### config.mk
export PLATFORM = sky130hd
export DESIGN_NAME = sum_datapath
export DESIGN_NICKNAME = d
export VERILOG_FILES = /design/src/rtl/sum_datapath.sv
export SDC_FILE = /design/constraint.sdc
export NUM_CORES = 1
export LEC_CHECK = 0
export BUFFER_PORTS_ARGS = -buffer_cell sky130_fd_sc_hd__clkbuf_2
export CAP_MARGIN = 15
export CORE_ASPECT_RATIO = 0.75
export CORE_MARGIN = 2
export CORE_UTILIZATION = 45
export CTS_CLUSTER_DIAMETER = 120
export CTS_CLUSTER_SIZE = 28
export DETAILED_ROUTE_END_ITERATION = 10
export HOLD_SLACK_MARGIN = 0.12
export PLACE_DENSITY_LB_ADDON = 0.25
export SYNTH_ARGS = -nofsm -noshare
export SYNTH_HDL_FRONTEND = slang
export SYNTH_SLANG_ARGS = --single-unit
export TNS_END_PERCENT = 5
### constraint.sdc
create_clock -name clk -period 6 [get_ports clk]
set_input_delay 0.3 -clock clk [delete_from_list [all_inputs] [get_ports clk]]
set_output_delay 0.3 -clock clk [all_outputs]
set_load 0.01 [all_outputs]
### src/rtl/sum_datapath.sv
// Register-file datapath for the summation processor: eight registers, adder,
// constant-1 source, <= LIMIT compare, registered output. Macro SUM_DATAPATH_SAT_ADD_EN selects saturating add.
module sum_datapath #(
    parameter int DATA_WIDTH = 8,
    parameter int LIMIT      = 10
) (
    input  logic                  clk,
    input  logic                  reset,
    input  logic                  RFSrcMuxSel,
    input  logic [2:0]            readAddr1,
    input  logic [2:0]            readAddr2,
    input  logic [2:0]            writeAddr,
    input  logic                  writeEn,
    input  logic                  outBuf,
    output logic                  iLe10,
    output logic [DATA_WIDTH-1:0] outPort,
    output logic                  outValid,
    output logic                  ovf
);

    localparam logic [DATA_WIDTH-1:0] LIMIT_V = DATA_WIDTH'(LIMIT);
    localparam logic [DATA_WIDTH-1:0] ONE_V   = DATA_WIDTH'(1);

    logic [DATA_WIDTH-1:0] regs [8];
    logic [DATA_WIDTH-1:0] rdata1;
    logic [DATA_WIDTH-1:0] rdata2;
    logic [DATA_WIDTH:0]   sum;
    logic                  carry;
    logic [DATA_WIDTH-1:0] add_result;
    logic [DATA_WIDTH-1:0] wdata;
    logic                  wr_active;

    // R0 is never written, so it stays at its reset value of zero.
    assign rdata1 = (readAddr1 == 3'd0) ? '0 : regs[readAddr1];
    assign rdata2 = (readAddr2 == 3'd0) ? '0 : regs[readAddr2];

    assign sum   = {1'b0, rdata1} + {1'b0, rdata2};
    assign carry = sum[DATA_WIDTH];

`ifdef SUM_DATAPATH_SAT_ADD_EN
    assign add_result = carry ? '1 : sum[DATA_WIDTH-1:0];
`else
    assign add_result = sum[DATA_WIDTH-1:0];
`endif

    assign wdata     = RFSrcMuxSel ? ONE_V : add_result;
    assign wr_active = writeEn && (writeAddr != 3'd0);
    assign iLe10     = (rdata1 <= LIMIT_V);

    // outBuf in cycle N loads outPort and raises outValid for cycle N+1 only;
    // there is no back-pressure, the consumer must take the value that cycle.
    always_ff @(posedge clk or posedge reset) begin
        if (reset) begin
            for (int i = 0; i < 8; i++) begin
                regs[i] <= '0;
            end
            outPort  <= '0;
            outValid <= 1'b0;
            ovf      <= 1'b0;
        end else begin
            if (wr_active) begin
                regs[writeAddr] <= wdata;
            end
            if (wr_active && !RFSrcMuxSel && carry) begin
                ovf <= 1'b1;
            end
            if (outBuf) begin
                outPort <= rdata1;
            end
            outValid <= outBuf;
        end
    end

endmodule

---- Word-level counts from Yosys, hierarchy flattened ----
Cells that the tools add are included.
word-level totals
  output and inout bits ................... 11
  register bits after elaboration ......... 74
  logic and storage cells ................. 40
  input port bits ......................... 14
operators by class
  muxes and demuxes ....................... 12
  $add $sub $neg .......................... 1
  magnitude comparators ................... 5
  bitwise operators ....................... 3
  reductions and logical operators ........ 8
operator list
  cell                number
  $bwmux 64           1
  $mux 8              8
  $bmux 8 s3          2
  $demux 8 s3         1
  $ge 4x4->1 const B  3
  $not 3->4           3
  $add 8x8->9         1
  $le 8x4->1 const B  1
  $logic_not 3->1     2
  $logic_and 1x1->1   4
  $lt 4x1->1 const B  1
  $reduce_bool 3->1   1
  $logic_not 1->1     1

---- Longest topological paths before layout ----
  depth in word-level cells ............... 8
  gate-level depth with buffers ........... 15
  depth with buffers taken out ............ 11

---- Worst setup path before layout ----
No wires, ideal clock.
  kind .................................... in2reg
  start ................................... input port readAddr2[1]
  end ..................................... register regs[14] in the netlist's numbering
  path slack .............................. 2.674 ns
  buffers on the path ..................... 3
  data arrival time ....................... 3.243 ns
  stages .................................. 14
  library setup time ...................... 0.083 ns
  cell sequence ........................... buf_2 > buf_2 > buf_2 > mux2i_1 > nand2_1 > o21ai_0 > a221oi_1 > ha_1 > fa_1 > a211oi_1 > o21bai_1 > or4b_1 > and3_1 > o21ai_0
between the ends
  cells in the longest elaborated chain, start to end .. 8
ends and longest elaborated chain
  element                                    line  source
  from (decl)                                11    input logic [2:0] readAddr2,
  $not 3->4 (implied by the code)            35    assign rdata2 = (readAddr2 == 3'd0) ? '0 : regs[readAddr2];
  $bmux 8 s3                                 35
  $mux 8 (implied by the code) (2 in a row)  35
  $mux 8 (*)                                 35
  $add 8x8->9 (*)                            37    assign sum = {1'b0, rdata1} + {1'b0, rdata2};
  $mux 8 (*)                                 46    assign wdata = RFSrcMuxSel ? ONE_V : add_result;
  $bwmux 64 (*)                              62    regs[writeAddr] <= wdata;
  to (signal, indexed assignment)            62
  to (decl)                                  24    logic [DATA_WIDTH-1:0] regs [8];
Every way passes the cells marked *; elsewhere a longest branch is shown, timed or not. The select of a mux whose other input is x is not followed.
A chain may end at the register's enable or synchronous reset.

---- Worst setup path in the final report ----
  start ................................... input port readAddr1[1]
  end ..................................... register regs[14] in the netlist's numbering
between the ends
  cells in the longest elaborated chain, start to end .. 8
ends and longest elaborated chain
  element                                    line  source
  from (decl)                                10    input logic [2:0] readAddr1,
  $not 3->4 (implied by the code)            34    assign rdata1 = (readAddr1 == 3'd0) ? '0 : regs[readAddr1];
  $bmux 8 s3                                 34
  $mux 8 (implied by the code) (2 in a row)  34
  $mux 8 (*)                                 34
  net rdata1[0]                              25    logic [DATA_WIDTH-1:0] rdata1;
  $add 8x8->9 (*)                            37
  $mux 8 (*)                                 46
  $bwmux 64 (*)                              62
Mark *: on every way through the listed nets, which the timed path passes. The rest lies on a longest branch. The select of a mux whose other input is x is not followed.

==> impl_metrics.env <==
export IMPL_max_cap_violations=0
export IMPL_cts_root_buffer="clkbuf_16"
export IMPL_ioPinCount=25
export IMPL_tns_ns=0
export IMPL_synth_edf_count=0
export IMPL_hold_viol=0
export IMPL_grt_usage_pct=22.9
export IMPL_final_antenna_net_count=0
export IMPL_synth_area_sq_mm=0.00415
export IMPL_synthMuxAreaShare_pct=15.2
export IMPL_hold_path_class="in2async"
export IMPL_intPower_mw=1.32
export IMPL_final_nets=445
export IMPL_path_class="in2reg"
export IMPL_async_reset_ff_share_pct=100
export IMPL_yosys_area_share_xor_xnor_pct=0.422
export IMPL_clk_path_buf_depth=2
export IMPL_synthCells=420
export IMPL_drt_initial_drc_count=231
export IMPL_clockPowerShare_pct=34.1
export IMPL_cts_setup_buffers=0
export IMPL_drc=0
export IMPL_synth_common_cells="dfrtp_1 (74), o21ai_0 (68), nand2_1 (65)"
export IMPL_antenna_found_initial=0
export IMPL_grt_max_degree=75
export IMPL_wl_per_cell_um=19.6
export IMPL_holdWs_ns=0.237
export IMPL_end_kind="flop"
export IMPL_initial_utilization_pct=46.1
export IMPL_cts_made_buffers=9
export IMPL_clkTransAtPathRegs_ns=0.06
export IMPL_worstMarginPinSlew_ns=1.02
export IMPL_arrival_ns=3.84
export IMPL_route_vias_total=3221
export IMPL_place_gp_congestion=0.908
export IMPL_wl_met2_um=4600
export IMPL_skew_ns=0.00690
export IMPL_num_rows=30
export IMPL_cts_tree="done"
export IMPL_p_switching_mw=0.615
export IMPL_synth_fa_ha_area_share_pct=2.89
export IMPL_grt_pass1_vias=3146
export IMPL_diodes=0
export IMPL_slew_viol_final=0
export IMPL_synth_area_top_cells="dfrtp_1 (45%), o21ai_0 (8.2%), mux4_2 (6.5%)"
export IMPL_synth_top_area_share_pct=44.6
export IMPL_required_ns=6.23
export IMPL_overflow=0
export IMPL_die_h_um=87.2
export IMPL_yosys_area_share_simple_pct=15.3
export IMPL_portBuffers=24
export IMPL_peakVddDrop_mv=0.197
export IMPL_pwr_share_comb_pct=27.3
export IMPL_grt_pass1_wl_um=17300
export IMPL_routed_wl_um=10600
export IMPL_dieArea_sq_mm=0.0100
export IMPL_synth_area_leader_cell="dfrtp_1"
export IMPL_ys_warn_count=0
export IMPL_cts_hold_fix_buffers=0
export IMPL_first_pass_iters=4
export IMPL_switching_share_pct=31.7
export IMPL_powerDensity_mw_per_mm2=418
export IMPL_syn_area_per_cell_sq_um=9.89
export IMPL_post_cts_resized=0
export IMPL_synth_distinct_cells=49
export IMPL_rsz0062_at_grt="false"
export IMPL_route_met3_wl_um=420
export IMPL_worstPathMaxFanout=24
export IMPL_clk_latency_ns=0.34
export IMPL_setup_viol=0
export IMPL_finalCritPeriodShare_pct=60.1
export IMPL_cts_sinks=74
export IMPL_dpl_hpwl_um=7050
export IMPL_synth_nets=443
export IMPL_synth_most_common_cell="dfrtp_1"
export IMPL_synth_top_family_by_area="compound AO/OA/AOI/OAI gates"
export IMPL_coreArea_sq_mm=0.00901
export IMPL_relSlewSlack_pct=31.7
export IMPL_viasPerCell=5.98
export IMPL_seqPwrFrac_pct=38.6
export IMPL_area_growth_pct=11.6
export IMPL_drive_gt1_share_pct=18.7
export IMPL_wl_met1_um=5360
export IMPL_cp_start_kind="primary input"
export IMPL_p_leak_nw=2.10
export IMPL_ys_ff_latch=74
export IMPL_htreeDepth=3
export IMPL_synth_seq_area_share_pct=44.6
export IMPL_synth_compound_area_share_pct=17.6
export IMPL_period_needed_ns=3.61
export IMPL_status="completed"
export IMPL_fmax_mhz=277
export IMPL_die_w_um=115
export IMPL_ys_flop_type="dfrtp_1"
export IMPL_route_top_layer_used="met4"
-- power groups by stage --
stage               clock network, mW  registers [mW]  logic, mW
CTS                             0.668           0.745      0.528
floorplan                           0           0.723      0.402
detailed placement                  0           0.753      0.525
finish                          0.662           0.748      0.528
global placement                    0           0.748      0.509
global route                    0.685           0.767      0.599
-- logic make-up (layout without fill, tap and decap cells) --
group                    Yosys count  count (layout)
XOR/XNOR                           2               2
adder cells (fa/ha/maj)            9               9
buffers and inverters             37              44
multiplexers                      45              45
AO/OA/AOI/OAI                    116             116
flip-flops                        74              74
AND/OR/NAND/NOR                  137             137
-- final cells by class --
| cell class | count | area, sq um |
|---|---|---|
| multi-input combinational | 309 | 2140 |
| fill | 839 | 4370 |
| sequential | 74 | 1850 |
| inverter | 3 | 11.3 |
| tap | 112 | 140 |
| clock inverter | 7 | 141 |
| timing repair buffer | 25 | 128 |
| clock buffer | 9 | 225 |
-- path summary, 6_finish.rpt --
kind	slack, ns	cells after the start	from	endpoint
hold / removal	0.24	3	reset	regs[5]$_DFFE_PP0P_
setup reg to reg	2.63	10	regs[48]$_DFFE_PP0P_	regs[14]$_DFFE_PP0P_
min in group clk	0.26	1	outBuf	outValid$_DFF_PP0_
max in group asynchronous	5.17	3	reset	regs[41]$_DFFE_PP0P_
hold reg to reg	0.37	0	regs[61]$_DFFE_PP0P_	regs[61]$_DFFE_PP0P_
setup / recovery	2.39	11	readAddr1[1]	regs[14]$_DFFE_PP0P_
-- registers in the layout, indices dropped and copies added, names as in the netlist --
name,cells
ovf,1
regs,64
outPort,8
outValid,1
-- critical path, cell delays in order --
cell and delay (ns):
clkbuf_2 0.53, mux2_2 0.41, a22o_1 0.24, mux2_2 0.28, ha_1 0.23, fa_1 0.42, a211oi_1 0.32, o21bai_1 0.17
or4b_1 0.47, and3_1 0.26, o21ai_0 0.20
-- per-stage QoR --
step | util [%] | worst slack (ns) | instances | total power [mW] | cell area [sq um]
floorplan | - | 2.67 | 420 | 1.12 | 4150
global placement | 47.4 | 2.19 | 523 | 1.26 | 4270
detailed placement | 47.4 | 2.11 | 523 | 1.28 | 4270
CTS | 51.5 | 2.42 | 539 | 1.94 | 4640
global route | 51.5 | 2.13 | 539 | 2.05 | 4640
finish | 51.5 | 2.39 | 539 | 1.94 | 4640
-- cell usage in the layout, fill, tap and decap left out, types with 5 or more instances in the layout --
cell type	instances
ha_1	8
a21o_1	6
o21ai_0	68
nand2_1	65
dfrtp_1	74
clkbuf_2	24
nor2b_1	14
nand2b_1	5
nor4_1	7
mux2_2	17
mux2i_1	14
a221oi_1	8
mux4_2	12
a21oi_1	8
a221o_1	8
nor2_1	23
clkbuf_16	9
-- metal layers --
metal | up-vias | global-route usage, %
li1 | 1536 | -
met1 | 1592 | 34.2
met2 | 76 | 32.2
met3 | 17 | 5.15
met4 | 0 | 8.76
met5 | - | 0
(Power assumes the default switching activity.)
